===== src/rtl/sram_port_arbiter_pkg.sv =====
// Shared definitions for the SRAM port arbiter: owner encoding, the in-flight tag
// record and the legal read-latency range.
package sram_port_arbiter_pkg;

  localparam logic OWN_INST = 1'b0;
  localparam logic OWN_DATA = 1'b1;

  localparam int TAG_W       = 1 + 1;
  localparam int MEM_LAT_MIN = 1;
  localparam int MEM_LAT_MAX = 4;

  typedef struct packed {
    logic valid;
    logic owner;
  } tag_t;

  function automatic bit mem_lat_ok(input int lat);
    return (lat >= MEM_LAT_MIN) && (lat <= MEM_LAT_MAX);
  endfunction

endpackage


===== src/rtl/sram_port_arbiter_if.sv =====
// Bundle of the two SRAM-like requester ports plus the unified memory port.
// Requesters hold req with stable addr/wr/wstrb/wdata; a transfer is taken in the
// cycle req & addr_ok are both high, and its data_ok pulses once, in grant order.
interface sram_port_arbiter_if #(
  parameter int ADDR_W = 32,
  parameter int DATA_W = 32
);
  logic                inst_req;
  logic                inst_wr;
  logic [DATA_W/8-1:0] inst_wstrb;
  logic [ADDR_W-1:0]   inst_addr;
  logic [DATA_W-1:0]   inst_wdata;
  logic                inst_addr_ok;
  logic                inst_data_ok;
  logic [DATA_W-1:0]   inst_rdata;

  logic                data_req;
  logic                data_wr;
  logic [DATA_W/8-1:0] data_wstrb;
  logic [ADDR_W-1:0]   data_addr;
  logic [DATA_W-1:0]   data_wdata;
  logic                data_addr_ok;
  logic                data_data_ok;
  logic [DATA_W-1:0]   data_rdata;

  logic                mem_en;
  logic [DATA_W/8-1:0] mem_wen;
  logic [ADDR_W-1:0]   mem_addr;
  logic [DATA_W-1:0]   mem_wdata;
  logic [DATA_W-1:0]   mem_rdata;

  modport master (
    output inst_req, inst_wr, inst_wstrb, inst_addr, inst_wdata,
    input  inst_addr_ok, inst_data_ok, inst_rdata,
    output data_req, data_wr, data_wstrb, data_addr, data_wdata,
    input  data_addr_ok, data_data_ok, data_rdata,
    input  mem_en, mem_wen, mem_addr, mem_wdata,
    output mem_rdata
  );

  modport slave (
    input  inst_req, inst_wr, inst_wstrb, inst_addr, inst_wdata,
    output inst_addr_ok, inst_data_ok, inst_rdata,
    input  data_req, data_wr, data_wstrb, data_addr, data_wdata,
    output data_addr_ok, data_data_ok, data_rdata,
    output mem_en, mem_wen, mem_addr, mem_wdata,
    input  mem_rdata
  );

endinterface


===== src/rtl/sram_arb_tag_pipe.sv =====
// Fixed-latency {valid, owner} shift register that follows each SRAM access until
// its read data returns; reset drops every in-flight tag at once.
module sram_arb_tag_pipe
  import sram_port_arbiter_pkg::*;
#(
  parameter int MEM_LAT = 1
) (
  input  logic clk,
  input  logic resetn,
  input  tag_t tag_in,
  output tag_t tag_out
);

  if ($bits(tag_t) != TAG_W) begin : g_bad_tag
    $error("tag_t width does not match TAG_W");
  end

  tag_t stage [MEM_LAT];

  always_ff @(posedge clk or negedge resetn) begin
    if (!resetn) begin
      for (int i = 0; i < MEM_LAT; i++) stage[i] <= '0;
    end else begin
      stage[0] <= tag_in;
      for (int i = 1; i < MEM_LAT; i++) stage[i] <= stage[i-1];
    end
  end

  assign tag_out = stage[MEM_LAT-1];

endmodule


===== src/rtl/sram_port_arbiter.sv =====
// Shares one single-port SRAM between instruction fetch and data access.
// Default: data priority with starvation guard; define SRAM_ARB_RR_EN for round-robin.
module sram_port_arbiter
  import sram_port_arbiter_pkg::*;
#(
  parameter int ADDR_W     = 32,
  parameter int DATA_W     = 32,
  parameter int MEM_LAT    = 1,
  parameter int STARVE_MAX = 8
) (
  input logic               clk,
  input logic               resetn,
  sram_port_arbiter_if.slave bus
);

  localparam int STRB_W = DATA_W / 8;

  if (!mem_lat_ok(MEM_LAT)) begin : g_bad_lat
    $error("MEM_LAT must be in 1..4");
  end

  logic              inst_win;
  logic              inst_gnt;
  logic              data_gnt;
  logic              hs;
  logic              win_owner;
  logic [ADDR_W-1:0] sel_addr;
  logic [DATA_W-1:0] sel_wdata;
  logic [STRB_W-1:0] sel_wen;
  logic              inst_resp;
  logic              data_resp;
  tag_t              tag_in;
  tag_t              tag_out;

`ifdef SRAM_ARB_RR_EN
  logic last_grant;

  // On a tie the requester that did not win the previous handshake goes first.
  assign inst_win = bus.inst_req & (~bus.data_req | (last_grant == OWN_DATA));

  always_ff @(posedge clk or negedge resetn) begin
    if (!resetn)  last_grant <= OWN_INST;
    else if (hs)  last_grant <= win_owner;
  end
`else
  if (STARVE_MAX < 1 || STARVE_MAX > 255) begin : g_bad_starve
    $error("STARVE_MAX must be in 1..255");
  end

  localparam logic [7:0] STARVE_LIM = 8'(STARVE_MAX);

  logic [7:0] starve_cnt;
  logic       force_inst;

  assign force_inst = (starve_cnt == STARVE_LIM);
  assign inst_win   = bus.inst_req & (~bus.data_req | force_inst);

  // Counts consecutive denied inst cycles; any gap in inst_req restarts the count.
  always_ff @(posedge clk or negedge resetn) begin
    if (!resetn)                        starve_cnt <= '0;
    else if (!bus.inst_req || inst_gnt) starve_cnt <= '0;
    else if (!force_inst)               starve_cnt <= starve_cnt + 8'd1;
  end
`endif

  // Gating with resetn keeps every grant and memory strobe quiet while in reset.
  assign inst_gnt  = resetn & inst_win;
  assign data_gnt  = resetn & bus.data_req & ~inst_win;
  assign hs        = inst_gnt | data_gnt;
  assign win_owner = data_gnt ? OWN_DATA : OWN_INST;

  always_comb begin
    sel_addr  = '0;
    sel_wdata = '0;
    sel_wen   = '0;
    if (inst_gnt) begin
      sel_addr  = bus.inst_addr;
      sel_wdata = bus.inst_wdata;
      sel_wen   = bus.inst_wr ? bus.inst_wstrb : '0;
    end else if (data_gnt) begin
      sel_addr  = bus.data_addr;
      sel_wdata = bus.data_wdata;
      sel_wen   = bus.data_wr ? bus.data_wstrb : '0;
    end
  end

  assign bus.inst_addr_ok = inst_gnt;
  assign bus.data_addr_ok = data_gnt;
  assign bus.mem_en       = hs;
  assign bus.mem_wen      = sel_wen;
  assign bus.mem_addr     = sel_addr;
  assign bus.mem_wdata    = sel_wdata;

  assign tag_in = '{valid: hs, owner: win_owner};

  sram_arb_tag_pipe #(
    .MEM_LAT (MEM_LAT)
  ) u_tag_pipe (
    .clk     (clk),
    .resetn  (resetn),
    .tag_in  (tag_in),
    .tag_out (tag_out)
  );

  // Reads and writes are acknowledged identically; only the owner sees mem_rdata.
  assign inst_resp = tag_out.valid & (tag_out.owner == OWN_INST);
  assign data_resp = tag_out.valid & (tag_out.owner == OWN_DATA);

  assign bus.inst_data_ok = inst_resp;
  assign bus.data_data_ok = data_resp;
  assign bus.inst_rdata   = inst_resp ? bus.mem_rdata : '0;
  assign bus.data_rdata   = data_resp ? bus.mem_rdata : '0;

endmodule


===== src/flat_wrapper.sv =====
// flat-port wrapper written by rule: the top's interface ports become plain ports
module sram_port_arbiter_flat import sram_port_arbiter_pkg::*;
#(
  parameter int ADDR_W     = 32,
  parameter int DATA_W     = 32,
  parameter int MEM_LAT    = 1,
  parameter int STARVE_MAX = 8
)
  (clk, resetn, bus_inst_req, bus_inst_wr, bus_inst_wstrb, bus_inst_addr, bus_inst_wdata, bus_inst_addr_ok, bus_inst_data_ok, bus_inst_rdata, bus_data_req, bus_data_wr, bus_data_wstrb, bus_data_addr, bus_data_wdata, bus_data_addr_ok, bus_data_data_ok, bus_data_rdata, bus_mem_en, bus_mem_wen, bus_mem_addr, bus_mem_wdata, bus_mem_rdata);
  sram_port_arbiter_if #(.ADDR_W(ADDR_W), .DATA_W(DATA_W)) bus_i ();
  input logic clk;
  input logic resetn;
  input wire logic [$bits(bus_i.inst_req)-1:0] bus_inst_req;
  input wire logic [$bits(bus_i.inst_wr)-1:0] bus_inst_wr;
  input wire logic [$bits(bus_i.inst_wstrb)-1:0] bus_inst_wstrb;
  input wire logic [$bits(bus_i.inst_addr)-1:0] bus_inst_addr;
  input wire logic [$bits(bus_i.inst_wdata)-1:0] bus_inst_wdata;
  output wire logic [$bits(bus_i.inst_addr_ok)-1:0] bus_inst_addr_ok;
  output wire logic [$bits(bus_i.inst_data_ok)-1:0] bus_inst_data_ok;
  output wire logic [$bits(bus_i.inst_rdata)-1:0] bus_inst_rdata;
  input wire logic [$bits(bus_i.data_req)-1:0] bus_data_req;
  input wire logic [$bits(bus_i.data_wr)-1:0] bus_data_wr;
  input wire logic [$bits(bus_i.data_wstrb)-1:0] bus_data_wstrb;
  input wire logic [$bits(bus_i.data_addr)-1:0] bus_data_addr;
  input wire logic [$bits(bus_i.data_wdata)-1:0] bus_data_wdata;
  output wire logic [$bits(bus_i.data_addr_ok)-1:0] bus_data_addr_ok;
  output wire logic [$bits(bus_i.data_data_ok)-1:0] bus_data_data_ok;
  output wire logic [$bits(bus_i.data_rdata)-1:0] bus_data_rdata;
  output wire logic [$bits(bus_i.mem_en)-1:0] bus_mem_en;
  output wire logic [$bits(bus_i.mem_wen)-1:0] bus_mem_wen;
  output wire logic [$bits(bus_i.mem_addr)-1:0] bus_mem_addr;
  output wire logic [$bits(bus_i.mem_wdata)-1:0] bus_mem_wdata;
  input wire logic [$bits(bus_i.mem_rdata)-1:0] bus_mem_rdata;
  assign bus_i.inst_req = bus_inst_req;
  assign bus_i.inst_wr = bus_inst_wr;
  assign bus_i.inst_wstrb = bus_inst_wstrb;
  assign bus_i.inst_addr = bus_inst_addr;
  assign bus_i.inst_wdata = bus_inst_wdata;
  assign bus_inst_addr_ok = bus_i.inst_addr_ok;
  assign bus_inst_data_ok = bus_i.inst_data_ok;
  assign bus_inst_rdata = bus_i.inst_rdata;
  assign bus_i.data_req = bus_data_req;
  assign bus_i.data_wr = bus_data_wr;
  assign bus_i.data_wstrb = bus_data_wstrb;
  assign bus_i.data_addr = bus_data_addr;
  assign bus_i.data_wdata = bus_data_wdata;
  assign bus_data_addr_ok = bus_i.data_addr_ok;
  assign bus_data_data_ok = bus_i.data_data_ok;
  assign bus_data_rdata = bus_i.data_rdata;
  assign bus_mem_en = bus_i.mem_en;
  assign bus_mem_wen = bus_i.mem_wen;
  assign bus_mem_addr = bus_i.mem_addr;
  assign bus_mem_wdata = bus_i.mem_wdata;
  assign bus_i.mem_rdata = bus_mem_rdata;
  sram_port_arbiter #(.ADDR_W(ADDR_W), .DATA_W(DATA_W), .MEM_LAT(MEM_LAT), .STARVE_MAX(STARVE_MAX)) u_core (.clk(clk), .resetn(resetn), .bus(bus_i));
endmodule

===== config.mk =====
export PLATFORM = sky130hd
export DESIGN_NAME = sram_port_arbiter_flat
export DESIGN_NICKNAME = d
export VERILOG_FILES = /design/src/rtl/sram_port_arbiter_pkg.sv /design/src/rtl/sram_port_arbiter_if.sv /design/src/rtl/sram_arb_tag_pipe.sv /design/src/rtl/sram_port_arbiter.sv /design/src/flat_wrapper.sv
export SDC_FILE = /design/constraint.sdc
export NUM_CORES = 1
export LEC_CHECK = 0
export CORE_AREA = 2 2 121 123
export DETAILED_ROUTE_END_ITERATION = 16
export DIE_AREA = 0 0 123 125
export PLACE_DENSITY = 0.63
export SLEW_MARGIN = 15
export SYNTH_ARGS = -nofsm -noshare
export SYNTH_HDL_FRONTEND = slang
export SYNTH_SLANG_ARGS = --single-unit

===== constraint.sdc =====
create_clock -name clk -period 2.6 [get_ports clk]
set_input_delay 0.52 -clock clk [delete_from_list [all_inputs] [get_ports clk]]
set_output_delay 0.52 -clock clk [all_outputs]
set_load 0.005 [all_outputs]

==> results_dict.tcl, run 1 <==
set metrics [dict create \
    result_of_the_run "finished, violations left" \
    failed_checks "negative setup slack" \
    post_route_ant_nets 0 \
    floorplan.rows 44 \
    timing.rr.end "u_core.starve_cnt[0]" \
    tritoncts_num_sinks 10 \
    drt_pass1_iterations 4 \
    worst_ep_arrival_ns 2.29 \
    floorplan.die.height_um 125 \
    clock_latency_ns 0.24 \
    worst_r2r_path_depth 8 \
    combined_area_of_the_multi_input_logic_cells_mm2 0.00144 \
    initial_utilization_pct 13.2 \
    cts-htree-levels 1 \
    detail_route.vias_per_cell 4.66 \
    antenna_cells 0 \
    post_synth_main_area_contributors "a32o_1 34%, dfrtp_1 13%, and2_1 12%" \
    postRouteWirelength_mm 13.7 \
    worstSetupEndpointType "primary output" \
    tritoncts "done" \
    worstMarginPinSlew_ns 0.354 \
    area.growth.synth_to_final_pct 187 \
    grt_antenna_before_repair 0 \
    synth.net_count 410 \
    grt_first_pass_wirelength_mm 18.0 \
    seq_area_um2 250 \
    clock-skew-final_ns 0.00319 \
    path_class "flop to primary output" \
    number_of_filler_instances_in_the_final_layout 1467 \
    min_period_over_period_pct 108 \
    worst_setup_path_start_kind "flop" \
    drc_errors 0 \
    clockBufferDepth 2 \
    power.ir.vdd_worst_v 0.000190 \
    numCtsBuffers 3 \
    synthDominantAreaCellType "a32o_1" \
    placement.io_buffers 310 \
    dpl.hpwl_mm 9.94 \
    cp_cell_sequence "inv_2 -> ha_1 -> or4b_4 -> o21ai_4 -> buf_6 -> clkbuf_16 -> buf_4 -> a32o_1 -> buf_2" \
    groute.usage.overall_pct 14.7 \
    layoutNonFillerInstCount 745 \
    clock_tree.root_cell "clkbuf_16" \
    postSynthCellCount 234 \
    gp_congestion 0.875 \
    die_area_mm2 0.0154 \
    yosysWarningCount 0 \
    rsz0062_at_grt "yes" \
    setup_violations 68 \
    final_layout_size_suffix_gt1_share_pct 24.6 \
    floorplan.core_area_mm2 0.0142 \
    layout_min_cycle_time_ns 2.81 \
    power.leakage_uw 0.00235 \
    fin_ws_ns -0.207 \
    synthDominantCellAreaShare_pct 34.1 \
    worst-r2r-setup-slack_ns 0.52 \
    synth_top_cells_by_count "64 x a32o_1, 35 x and2_1, 32 x and3_1" \
    synth_seq_cells 10 \
    initialDrtViolationCount 157 \
    post_synth.cell_area_avg_um2 8.02 \
    clk_pin_slew_worst_paths_ns 0.04 \
    vias 3474 \
    cap_violations 0 \
    ys_async_sr_fraction_pct 100 \
    synth-edff-count 0 \
    yosysMostFrequentCell "a32o_1" \
    number_of_global_route_vias_before_repair 3285 \
    chipWidth_um 123 \
    yosysSeqAreaShare_pct 13.3 \
    min-delay-path-class "primary input to async pin" \
    final_core_utilization_pct 37.9 \
    ys_dominant_reg_cell "dfrtp_1" \
    fmax_mhz 356 \
    io_pins 311 \
    grt_start_max_net_pins 69 \
    synthesis.area_mm2 0.00188 \
    final-max-slew-violation-count 0 \
    finish.net_count 738 \
    grt_overflow 0 \
    dpl.cell_count 722 \
    power.density_cell_area_mw_per_mm2 230 \
    crit_path_top_delay_cell "or4b_4" \
    crit_path_max_fanout 8 \
    worst_r2r_startpoint "u_core.starve_cnt[0]" \
    routedWlPerCell_um 18.4 \
    worst_slew_margin_rel_pct 75.8 \
    final-hold-violation-count 0 \
    cts_hold_buf 0 \
    crit_required_ns 2.08 \
    worst_path_largest_cell_delay_ns 0.51 \
    yosysUniqueCellTypes 35 \
]
[cell usage in the layout, fill, tap and decap left out, types with 2 or more instances in the layout]
| master | count |
|---|---|
| ha_1 | 2 |
| nand3_1 | 9 |
| a32o_2 | 12 |
| buf_16 | 2 |
| nor3_1 | 2 |
| clkdlybuf4s50_1 | 240 |
| or3_1 | 3 |
| and3_1 | 32 |
| xor2_1 | 2 |
| a21oi_1 | 2 |
| buf_4 | 29 |
| nor2_1 | 2 |
| a32o_1 | 52 |
| buf_2 | 13 |
| dfrtp_1 | 10 |
| a221oi_1 | 3 |
| and2_1 | 34 |
| o22ai_1 | 4 |
| clkbuf_2 | 52 |
| buf_12 | 6 |
| clkbuf_16 | 7 |
| buf_6 | 8 |
| inv_1 | 8 |
| o21ai_0 | 4 |
[critical path, delay by kind of cell, from the launching register on]
family,cells,cell delay (ns)
compound gates,2,0.40
fa+ha+maj,1,0.15
buf+inv,5,0.59
flops,1,0.39
simple gates,1,0.51
[flip-flops by register name (all words and copies together) (netlist names)]
| name | cells |
|---|---|
| u_core.u_tag_pipe.tag_out | 2 |
| u_core.starve_cnt | 8 |
[logic make-up after synthesis]
family,count (synthesis),synth area share [%]
AOI/OAI and AO/OA,85,41.9
xor gates and xnor gates,3,1.40
adders and majority gates,2,1.33
buffers and inverters,43,12.1
DFF,10,13.3
and+or+nand+nor,91,30.0
[metal layers]
layer	GRT usage, %	wire length (um)	share of wire, %
met1	15.6	4850	35
met2	28.8	7290	53
met3	3.06	1290	9.4
met4	3.74	262	1.9
met5	0	0	0
[what timing repair did]
action	CTS	global route
setup endpoints to repair	70	69
pin swaps	4	9
gates resized for setup	84	165
setup buffers	1	11
gates cloned	2	6
[final cells by class]
type	count	share of cell area, %
Timing Repair Buffer	357	62.0
Clock buffer	4	1.65
Tap cell	184	4.27
Sequential cell	10	4.64
Multi-Input combinational cell	181	26.8
Inverter	9	0.627
[where the power goes]
part | switching, uW | internal [uW]
registers | 2.56 | 161
clock network | 78.7 | 232
logic | 271 | 492
total | 352 | 885
[worst max-delay path by stage]
stage                             to  cells after the start            startpoint  slack, ns
floorplan            bus_mem_addr[0]                      8  u_core.starve_cnt[0]       0.22
global placement     bus_mem_addr[2]                      7  u_core.starve_cnt[0]      -0.41
detailed placement   bus_mem_addr[2]                      7  u_core.starve_cnt[0]      -0.44
CTS                 bus_mem_wdata[0]                      7  u_core.starve_cnt[0]      -0.49
global route        bus_mem_addr[23]                      9  u_core.starve_cnt[0]      -0.28
finish              bus_mem_addr[23]                      9  u_core.starve_cnt[0]      -0.21
[per-stage QoR]
step	worst slack, ns	total power, uW	setup TNS, ns	hold WS, ns	instance area [um^2]
4_1_cts	-0.491	1200	-17.73	0.480	5390
3_3_place_gp	-0.406	903	-20.45	0.632	5280
3_5_place_dp	-0.438	909	-23.12	0.658	5280
2_1_floorplan	0.221	367	0	0.224	1880
6_report	-0.207	1240	-9.02	0.469	5390
5_1_grt	-0.276	1300	-13.82	0.486	5390
No activity file was read; power rests on OpenSTA's default activity.
==> run 2, diff against run 1 <==
CAP_MARGIN = 30   (was unset)
CTS_BUF_LIST = sky130_fd_sc_hd__clkbuf_8   (was unset)
REMOVE_ABC_BUFFERS = 1   (was unset)
==> results_dict.tcl, run 2 (same netlist as run 1, synthesis figures left out) <==
set metrics [dict create \
    cp_cell_sequence "inv_2 -> ha_4 -> or4b_4 -> o21ai_4 -> buf_12 -> buf_8 -> buf_12 -> a32o_1 -> buf_2" \
    grt_start_max_net_pins 40 \
    final_layout_size_suffix_gt1_share_pct 26.3 \
    worst-path-buf-inv 5 \
    worst_hold_slack_ns 0.307 \
    clock_latency_ns 0.24 \
    tritoncts "done" \
    postRouteWirelength_mm 13.6 \
    final-max-slew-violation-count 0 \
    result_of_the_run "finished, violations left" \
    cap_violations 0 \
    setup_violations 69 \
    fin_ws_ns -0.205 \
    tritoncts_num_sinks 10 \
    groute.usage.overall_pct 16.4 \
    power.ir.vdd_worst_v 0.000117 \
    crit_required_ns 2.08 \
    worst_setup_path_start_kind "flop" \
    gp_congestion 0.890 \
    finish.net_count 747 \
    cts-htree-levels 1 \
    final_core_utilization_pct 38.7 \
    grt_antenna_before_repair 1 \
    floorplan.core_area_mm2 0.0142 \
    largest_register_ff_count 8 \
    drt_pass1_iterations 4 \
    clk_pin_slew_worst_paths_ns 0.05 \
    min-delay-path-class "primary input to async pin" \
    layout_min_cycle_time_ns 2.80 \
    worst_ep_arrival_ns 2.28 \
    die_area_mm2 0.0154 \
    grt_first_pass_wirelength_mm 19.4 \
    worst_slew_margin_rel_pct 75.5 \
    clock-skew-final_ns 0.00756 \
    clockBufferDepth 2 \
    final.setup.tns_ns -10.28 \
    floorplan.die.height_um 125 \
    drc_errors 0 \
    power.density_cell_area_mw_per_mm2 208 \
    detail_route.vias_per_cell 4.59 \
    floorplan.rows 44 \
    number_of_filler_instances_in_the_final_layout 1452 \
    grt_overflow 0 \
    post_route_ant_nets 0 \
    fmax_mhz 357 \
    initial_utilization_pct 13.2 \
    failed_checks "negative setup slack" \
    timing.critical_path.max_delay_family "buffers and inverters" \
    clock_tree.root_cell "clkbuf_8" \
    final-hold-violation-count 0 \
    cp_common_cell "buf_12" \
    leading_cell_type_in_the_layout_fill_and_taps_excluded "clkdlybuf4s50_1" \
    chipWidth_um 123 \
    final_cell_mix "239 x clkdlybuf4s50_1, 65 x buf_2, 54 x a32o_1, 34 x and2_1, 32 x and3_1" \
    placement.io_buffers 310 \
    initialDrtViolationCount 154 \
    worstSetupEndpointType "primary output" \
    power.leakage_uw 0.00242 \
    vias 3467 \
    worstMarginPinSlew_ns 0.359 \
    rsz0062_at_grt "yes" \
    path_class "flop to primary output" \
    number_of_global_route_vias_before_repair 3410 \
    min_period_over_period_pct 108 \
    numCtsBuffers 3 \
    registers.top_by_ff_count "u_core.starve_cnt" \
    io_pins 311 \
    routedWlPerCell_um 18.0 \
    worst_path_largest_cell_delay_ns 0.50 \
    crit_path_max_fanout 6 \
    crit_path_top_delay_cell "or4b_4" \
    area.growth.synth_to_final_pct 193 \
    dpl.hpwl_mm 11.2 \
]
run 2: changes by cell type in the layout (fill, tap and decap cells not counted), moves of 2 or more:
| cell | change |
|---|---|
| clkbuf_2 | -51 |
| clkbuf_16 | -7 |
| a32o_2 | -2 |
| buf_2 | +52 |
| clkbuf_8 | +3 |
| buf_8 | +2 |
| o22ai_2 | +3 |
| o22ai_1 | -3 |
| a32o_1 | +2 |
| buf_6 | +4 |
| buf_12 | +5 |
run 2: path summary, 6_finish.rpt:
kind,startpoint,to,slack (ns),depth (start not counted)
worst max register to register,u_core.starve_cnt[0],u_core.starve_cnt[0],0.50,9
worst min register to register,u_core.starve_cnt[7],u_core.starve_cnt[7],0.68,3
min in group clk,u_core.starve_cnt[7],u_core.starve_cnt[7],0.68,3
worst min-delay path,resetn,u_core.u_tag_pipe.tag_out[0],0.31,2
worst max-delay path,u_core.starve_cnt[0],bus_mem_addr[0],-0.20,9
max in group asynchronous,resetn,u_core.starve_cnt[1],2.11,2
run 2: metrics by stage:
stage                     std cells  setup slack (ns)  cell area, um^2  power (uW)
after floorplan                 200            -0.799             1680         339
after global placement          736            -0.329             5440         936
after detailed placement        736            -0.338             5440         942
after CTS                       752            -0.189             5440        1150
after global routing            754            -0.267             5490        1210
final                           755            -0.205             5490        1140
run 2: worst register-to-register path, cell delays in order, from the launching register on:
cell       delay [ns]
dfrtp_1          0.39
inv_2            0.09
ha_4             0.13
or4b_4           0.50
o21ai_4          0.24
buf_6            0.15
buf_16           0.14
buf_4            0.11
buf_4            0.13
a2111oi_0        0.10
run 2: what timing repair did:
action,CTS,global route
gates cloned,3,0
hold buffers,0,0
gates resized for setup,313,8
pin swaps,48,4
setup buffers,10,2
setup endpoints to repair,71,70
run 2: layer usage:
| layer | GRT usage (%) | share of wire (%) |
|---|---|---|
| met1 | 18.6 | 36 |
| met2 | 30.9 | 52 |
| met3 | 2.92 | 9.8 |
| met4 | 4.41 | 1.9 |
| met5 | 0 | 0 |
run 2: power by group:
part	internal, uW	leakage, uW	switching, uW
Combinational	510	0.00225	270
Clock	134	0.0000288	66.6
Sequential	161	0.000135	2.92
Total	804	0.00242	339
run 2: layout make-up:
class,count,area [um^2],share of cell area [%]
inverter,9,33.8,0.615
multi-input combinational,181,1480,26.9
antenna,1,2.50,0.0456
clock buffer,4,55.1,1.00
timing repair buffer,366,3450,62.7
sequential,10,250,4.56
tap,184,230,4.19
==> run 3, diff against run 2 <==
CTS_CLUSTER_DIAMETER = 100   (was unset)
==> results of run 3 <==
Same layout as run 2: the final DEF is identical, and so are final timing and power.
